**config.mk**
```make
export PLATFORM = sky130hd
export DESIGN_NAME = scope_measure_mc
export DESIGN_NICKNAME = d
export VERILOG_FILES = /design/src/rtl/scope_meas_pkg.sv /design/src/rtl/scope_meas_ch.sv /design/src/rtl/scope_measure_mc.sv
export SDC_FILE = /design/constraint.sdc
export NUM_CORES = 1
export LEC_CHECK = 0
export ABC_AREA = 1
export CAP_MARGIN = 20
export CORE_UTILIZATION = 40
export CTS_CLUSTER_DIAMETER = 120
export DETAILED_ROUTE_END_ITERATION = 8
export MAX_ROUTING_LAYER = met4
export PLACE_DENSITY_LB_ADDON = 0.2
export SLEW_MARGIN = 20
export SYNTH_ARGS = -nofsm -noshare
export SYNTH_HDL_FRONTEND = slang
export SYNTH_HIERARCHICAL = 1
export SYNTH_SLANG_ARGS = --single-unit
export TNS_END_PERCENT = 30
```
**constraint.sdc**
```tcl
create_clock -name i_clk -period 5.8 [get_ports i_clk]
set_input_delay 1.16 -clock i_clk [delete_from_list [all_inputs] [get_ports i_clk]]
set_output_delay 1.16 -clock i_clk [all_outputs]
set_load 0.05 [all_outputs]
```
**src/rtl/scope_meas_pkg.sv**
```systemverilog
// rtl/scope_meas_pkg.sv - shared FSM encoding and width/limit helpers for the scope measurement engine
package scope_meas_pkg;

  typedef enum logic {IDLE = 1'b0, RUN = 1'b1} fsm_t;

  function automatic int pp_w(input int dw);
    return dw + 1;
  endfunction

  function automatic int cmp_w(input int dw);
    return dw + 2;
  endfunction

  function automatic logic signed [31:0] smax(input int dw);
    return (32'sd1 <<< (dw - 1)) - 32'sd1;
  endfunction

  function automatic logic signed [31:0] smin(input int dw);
    return -(32'sd1 <<< (dw - 1));
  endfunction

endpackage

```
**src/rtl/scope_meas_ch.sv**
```systemverilog
// rtl/scope_meas_ch.sv - one channel: hysteresis comparator, extremes, edge count/timestamps, result registers
module scope_meas_ch
  import scope_meas_pkg::*;
#(
  parameter int DATA_W = 12,
  parameter int EDGE_W = 16,
  parameter int SPAN_W = 10,
  parameter int HYST   = 16
) (
  input  logic                     clk,
  input  logic                     rst,
  input  logic                     win_end,
  input  logic                     clear,
  input  logic                     strobe,
  input  logic [SPAN_W-1:0]        wcnt,
  input  logic signed [DATA_W-1:0] sample,
  input  logic signed [DATA_W-1:0] thr,
  output logic signed [DATA_W-1:0] mid,
  output logic [EDGE_W-1:0]        edges,
  output logic [SPAN_W-1:0]        span,
  output logic signed [DATA_W-1:0] res_max,
  output logic signed [DATA_W-1:0] res_min,
  output logic [DATA_W:0]          pp
);

  localparam int CW = cmp_w(DATA_W);
  localparam int PW = pp_w(DATA_W);
  localparam logic signed [DATA_W-1:0] D_MAX = DATA_W'(smax(DATA_W));
  localparam logic signed [DATA_W-1:0] D_MIN = DATA_W'(smin(DATA_W));

  logic                     cmp_st, st_nx, edge_hit, seen, seen_nx;
  logic [EDGE_W-1:0]        cnt, cnt_nx;
  logic [SPAN_W-1:0]        first_ts, first_nx, last_ts, last_nx, span_nx;
  logic signed [DATA_W-1:0] acc_max, acc_min, max_nx, min_nx, fin_max, fin_min;
  logic signed [CW-1:0]     s_x, hi, lo;
  logic signed [PW-1:0]     sum, diff;

  always_comb begin
    s_x      = CW'(sample);
    hi       = CW'(thr) + CW'(HYST);
    lo       = CW'(thr) - CW'(HYST);
    st_nx    = cmp_st;
    edge_hit = 1'b0;
    cnt_nx   = cnt;
    first_nx = first_ts;
    last_nx  = last_ts;
    max_nx   = acc_max;
    min_nx   = acc_min;
    seen_nx  = seen;
    if (strobe) begin
      if (!cmp_st && s_x >= hi) begin
        st_nx    = 1'b1;
        edge_hit = 1'b1;
      end else if (cmp_st && s_x <= lo) begin
        st_nx = 1'b0;
      end
      if (sample > acc_max) max_nx = sample;
      if (sample < acc_min) min_nx = sample;
      seen_nx = 1'b1;
      if (edge_hit) begin
        if (cnt != '1) cnt_nx = cnt + EDGE_W'(1);
        if (cnt == '0) first_nx = wcnt;
        last_nx = wcnt;
      end
    end
    // Final values include this cycle's sample so the window-end strobe is counted.
    fin_max = seen_nx ? max_nx : '0;
    fin_min = seen_nx ? min_nx : '0;
    sum     = PW'(fin_max) + PW'(fin_min);
    diff    = PW'(fin_max) - PW'(fin_min);
    mid     = DATA_W'(sum >>> 1);
    span_nx = (cnt_nx >= EDGE_W'(2)) ? (last_nx - first_nx) : '0;
  end

  always_ff @(posedge clk or posedge rst) begin
    if (rst) begin
      cmp_st   <= 1'b0;
      cnt      <= '0;
      first_ts <= '0;
      last_ts  <= '0;
      acc_max  <= D_MIN;
      acc_min  <= D_MAX;
      seen     <= 1'b0;
      edges    <= '0;
      span     <= '0;
      res_max  <= '0;
      res_min  <= '0;
      pp       <= '0;
    end else if (clear) begin
      cmp_st   <= 1'b0;
      cnt      <= '0;
      first_ts <= '0;
      last_ts  <= '0;
      acc_max  <= D_MIN;
      acc_min  <= D_MAX;
      seen     <= 1'b0;
    end else begin
      cmp_st <= st_nx;
      if (win_end) begin
        edges    <= cnt_nx;
        span     <= span_nx;
        res_max  <= fin_max;
        res_min  <= fin_min;
        pp       <= diff;
        cnt      <= '0;
        first_ts <= '0;
        last_ts  <= '0;
        acc_max  <= D_MIN;
        acc_min  <= D_MAX;
        seen     <= 1'b0;
      end else begin
        cnt      <= cnt_nx;
        first_ts <= first_nx;
        last_ts  <= last_nx;
        acc_max  <= max_nx;
        acc_min  <= min_nx;
        seen     <= seen_nx;
      end
    end
  end

endmodule

```
**src/rtl/scope_measure_mc.sv**
```systemverilog
// rtl/scope_measure_mc.sv - multi-channel scope measurement top: window FSM, window counter, thresholds, result strobe
module scope_measure_mc
  import scope_meas_pkg::*;
#(
  parameter int CH_NUM      = 2,
  parameter int DATA_W      = 12,
  parameter int GATE_CYCLES = 1_000_000,
  parameter int HYST        = 16,
  parameter int EDGE_W      = 16,
  parameter int SPAN_W      = $clog2(GATE_CYCLES)
) (
  input  logic                              i_clk,
  input  logic                              i_rst,
  input  logic                              i_enable,
  input  logic                              i_adc_vld,
  input  logic [CH_NUM*DATA_W-1:0]          i_adc_data,
  input  logic                              i_auto_lvl,
  input  logic signed [DATA_W-1:0]          i_level,
  output logic [CH_NUM*EDGE_W-1:0]          o_edges,
  output logic [CH_NUM*SPAN_W-1:0]          o_span,
  output logic [CH_NUM*DATA_W-1:0]          o_max,
  output logic [CH_NUM*DATA_W-1:0]          o_min,
  output logic [CH_NUM*pp_w(DATA_W)-1:0]    o_pp,
  output logic                              o_vld,
  output logic                              o_busy
);

  localparam int PW = pp_w(DATA_W);

  fsm_t                     state;
  logic [SPAN_W-1:0]        wcnt;
  logic                     run, abort, win_end, strobe;
  logic signed [DATA_W-1:0] thr [CH_NUM];
  logic signed [DATA_W-1:0] mid [CH_NUM];

  assign run     = (state == RUN) && i_enable;
  assign abort   = (state == RUN) && !i_enable;
  assign win_end = run && (wcnt == SPAN_W'(GATE_CYCLES - 1));
  assign strobe  = run && i_adc_vld;

  // Thresholds are loaded only on window-start edges, so they hold for a whole window.
  always_ff @(posedge i_clk or posedge i_rst) begin
    if (i_rst) begin
      state  <= IDLE;
      wcnt   <= '0;
      o_vld  <= 1'b0;
      o_busy <= 1'b0;
      for (int k = 0; k < CH_NUM; k++) thr[k] <= '0;
    end else begin
      o_vld <= 1'b0;
      case (state)
        IDLE: begin
          if (i_enable) begin
            state  <= RUN;
            o_busy <= 1'b1;
            wcnt   <= '0;
            for (int k = 0; k < CH_NUM; k++) thr[k] <= i_auto_lvl ? '0 : i_level;
          end
        end
        RUN: begin
          if (!i_enable) begin
            state  <= IDLE;
            o_busy <= 1'b0;
            wcnt   <= '0;
          end else if (win_end) begin
            wcnt  <= '0;
            o_vld <= 1'b1;
            for (int k = 0; k < CH_NUM; k++) thr[k] <= i_auto_lvl ? mid[k] : i_level;
          end else begin
            wcnt <= wcnt + SPAN_W'(1);
          end
        end
        default: state <= IDLE;
      endcase
    end
  end

  for (genvar k = 0; k < CH_NUM; k++) begin : g_ch
    scope_meas_ch #(
      .DATA_W (DATA_W),
      .EDGE_W (EDGE_W),
      .SPAN_W (SPAN_W),
      .HYST   (HYST)
    ) u_ch (
      .clk     (i_clk),
      .rst     (i_rst),
      .win_end (win_end),
      .clear   (abort),
      .strobe  (strobe),
      .wcnt    (wcnt),
      .sample  (i_adc_data[k*DATA_W +: DATA_W]),
      .thr     (thr[k]),
      .mid     (mid[k]),
      .edges   (o_edges[k*EDGE_W +: EDGE_W]),
      .span    (o_span[k*SPAN_W +: SPAN_W]),
      .res_max (o_max[k*DATA_W +: DATA_W]),
      .res_min (o_min[k*DATA_W +: DATA_W]),
      .pp      (o_pp[k*PW +: PW])
    );
  end

endmodule

```
==> summary.md, run 1 <==
| Metric | Value |
|---|---|
| Outcome | `finished, final reports clean` |
| I/O pin cnt | `189` |
| Slowest cell on the critical path | `clkdlybuf4s50_1` |
| Layout cells sized above 1 | `11.4%` |
| Post-synthesis adder-cell area fraction | `10.7%` |
| Chip height | `241 um` |
| Layout Nets | `3434` |
| Peak supply drop | `194 uV` |
| Hold Startpoint | `thr[13]` |
| Synth top area share | `36.4%` |
| Switching share of power | `34.5%` |
| Worst min path class | `register to register` |
| Clock Latency Late Sink | `0.57 ns` |
| Antenna cells | `0` |
| Hold Vio Cnt, Final | `0` |
| Commonest cells after routing, fill and taps aside | `nand2_1 (696), inv_1 (360), dfrtp_1 (333), nor2_1 (275), o21ai_0 (230)` |
| Clock tree buffer depth | `3` |
| Origin of the critical flop-to-flop path | `thr[6]` |
| Die area | `58200 um2` |
| Largest net degree at the start of global routing | `96` |
| Delay of the slowest critical-path stage | `0.44 ns` |
| Met1 wire length | `29700 um` |
| Net Sw Power | `2870 uW` |
| Register-to-Register Path Depth | `29` |
| H-tree levels | `2` |
| Syn nets | `3171` |
| Drt pass-1 iters | `7` |
| Critical path arrival | `5.81 ns` |
| Commonest non-fill, non-tap cell in the layout | `nand2_1` |
| Synth Area in Compound Gates | `11.4%` |
| Initial antenna violation count | `0` |
| Combinational share of power | `32.4%` |
| Syn avg cell area | `7.80 um2` |
| GRT Resource Usage Total | `23.1%` |
| Largest family of logic cells by synthesized area | `simple AND/OR/NAND/NOR gates` |
| Endpoint type of the worst setup path | `register` |
| Most used DFF post-synth | `dfrtp_1` |
| Clock power share | `35.1%` |
| Met2 wire length | `31000 um` |
| CP Capture Point | `thr[23]` |
| Antenna viol nets, final | `0` |
| Met3 Routed Length | `2480 um` |
| Fmax | `187 MHz` |
| Layout Skew | `0.0144 ns` |
| Rel. slew slack | `32.3%` |
| Worst path bufs/invs | `5` |
| Row count | `87` |
| Core ar. | `56500 um2` |
| Tmin final | `5.36 ns` |
| Clock Sinks | `357` |
| Chip width | `241 um` |
| DR WL/cell | `16.2 um` |
| GPL Wtd Cong | `0.921` |
| Final period util | `92.4%` |
| WS Path Type | `input pin to register` |
| Worst reg2reg setup slack | `0.53 ns` |
| Total power draw | `8310 uW` |
| Initial Utilization | `40.6%` |
| Crit Path Max Fanout | `11` |
| Crit path required time | `6.25 ns` |
| RR Endpoint | `g_ch[1].u_ch/span[19]` |
| Top Metal Used | `met4` |
| Mux contribution to synthesized area | `1.53%` |
| Slew of the pin with the lowest slew margin | `1.01 ns` |
| DRC viols | `0` |
| Flop pwr share | `32.5%` |
| Worst setup path start | `i_adc_data[1]` |
| Via count of the first global-routing pass | `19600` |
| Most used cell, CP | `nand2_1` |
| Synth top area cells | `dfrtp_1 (36%), nand2_1 (11%), ha_1 (10%), inv_1 (6.0%), o21ai_0 (5.0%)` |
| Inserted Clock Buffers | `43` |
| CTS clock-pin slew for the worst setup and hold paths | `0.06 ns` |
| Synthesis-to-layout area growth | `21.5%` |
| Via density | `5.02` |
| P_int | `5440 uW` |
| Cell taking the most area after synthesis | `dfrtp_1` |
| CP delay by family, top | `compound AO/OA/AOI/OAI gates` |
| Cts hold-fix bufs | `0` |
| Ys Warns | `6` |
| Static Leak | `0.0147 uW` |
| CTS resizes | `0` |
| Number of cells on the critical path | `32` |
| Post-Synth XOR/XNOR Area | `4.08%` |
| Netlist Area Pre-Place | `22900 um2` |
| Post-synth EDFFs | `0` |
| Hold Crit Depth | `2` |
| Yosys cell types | `58` |
| Vias | `20000` |
| Fillcell total | `5440` |
| Setup violators final | `0` |
| CTS root buffer | `clkbuf_16` |
| Postcts setup bufs | `0` |
| Global-route wire length before repair | `103000 um` |
| PortBufs | `188` |
| RSZ-0062 raised after global routing | `yes` |
| Gr ovfl total | `0` |
| DRT iter0 DRCs | `1240` |
| Total wire length | `64700 um` |
| Max cap viols | `0` |
| Count of pins over their slew limit | `0` |
| CP Launch Type | `input pin` |
| Synth Area in Simple Gates | `25.2%` |
| Post-synthesis sequential area ratio | `39.1%` |
| Cells after Synth | `2938` |
| Power per cell area | `299 nW/um2` |
| Seq cells post-synth | `357` |
| Hold WS | `0.479 ns` |
| CTS tree | `built` |
| Synth async-reset ratio | `100%` |
| DP Wirelength | `49600 um` |
## synthesized netlist by cell type, types with 21 or more instances
| cell | instances |
|---|---|
| nor2_1 | 276 |
| ha_1 | 186 |
| a21oi_1 | 116 |
| nand3_1 | 155 |
| dfstp_2 | 24 |
| mux2i_1 | 35 |
| inv_1 | 365 |
| dfrtp_1 | 333 |
| nand4_1 | 29 |
| o21ai_2 | 21 |
| xor2_1 | 82 |
| xnor2_1 | 21 |
| nor3_1 | 35 |
| o21ai_0 | 230 |
| clkbuf_1 | 69 |
| or2_2 | 55 |
| nand2_1 | 696 |
## metrics by stage
stage	TNS [ns]	worst slack, ns	util [%]	instance area (um2)	std cells
floorplan	0	0.482	-	22900	2938
detailed placement	-0.574	-0.197	46.5	26300	3912
global route	0	0.00326	49.3	27800	3991
CTS	0	0.375	49.2	27800	3991
global placement	-0.138	-0.0716	46.5	26300	3912
finish	0	0.441	49.3	27800	3991
## metal layers
metal  GRT usage, %  up-vias
li1               -    10000
met1           29.9     9563
met2           38.0      377
met3           2.86       97
met4           6.35        0
met5              -        -
## power by group through the flow
| stage | Combinational (uW) | Sequential [uW] | Clock [uW] |
|---|---|---|---|
| floorplan | 1920 | 2720 | 0 |
| global route | 3060 | 2720 | 3080 |
| detailed placement | 2670 | 2750 | 0 |
| CTS | 2690 | 2700 | 2990 |
| global placement | 2630 | 2740 | 0 |
| finish | 2690 | 2700 | 2910 |
## registers in the layout (all words and copies together), names as in the netlist
register,count
g_ch.u_ch/seen,2
state,1
g_ch.u_ch/edges,32
o_vld,1
g_ch.u_ch/first_ts,40
g_ch.u_ch/cmp_st,2
g_ch.u_ch/res_min,24
g_ch.u_ch/acc_min,24
g_ch.u_ch/pp,26
thr,24
o_busy,1
wcnt,20
g_ch.u_ch/acc_max,24
g_ch.u_ch/span,40
g_ch.u_ch/res_max,24
g_ch.u_ch/last_ts,40
g_ch.u_ch/cnt,32
## kinds of logic after synthesis
| group | count (synthesis) |
|---|---|
| AO/OA/AOI/OAI | 461 |
| XOR/XNOR | 105 |
| adder cells (fa/ha/maj) | 192 |
| buffers and inverters | 467 |
| flip-flops | 357 |
| multiplexers | 35 |
| AND/OR/NAND/NOR | 1321 |
## worst min-delay path, stage by stage, from the launching register on
cell and delay (ns):
dfrtp_1 0.35, nand2_1 0.05, nand2_1 0.05
## worst min path at each step
stage | end | slack, ns
floorplan | thr[19] | 0.44
global placement | thr[13] | 0.46
detailed placement | g_ch[0].u_ch/span[16] | 0.47
CTS | thr[13] | 0.48
global route | thr[13] | 0.50
finish | thr[13] | 0.48
## layout make-up
cell class                 instances  area (um2)  share of cell area (%)
clock buffer                      56        1260                    4.52
clock inverter                    23         283                    1.02
inverter                         373        1410                    5.08
multi-input combinational       2114       12100                    43.6
sequential                       357        8960                    32.2
tap                              756         946                    3.40
timing repair buffer             312        2830                    10.2
Power figures use the tool's default switching activity.
==> inputs of run 2 (changes only) <==
Settings changed: ABC_CLOCK_PERIOD_IN_PS set to 5800.
==> results of run 2 <==
The final DEF is identical to that of run 1; final timing and power are the same.
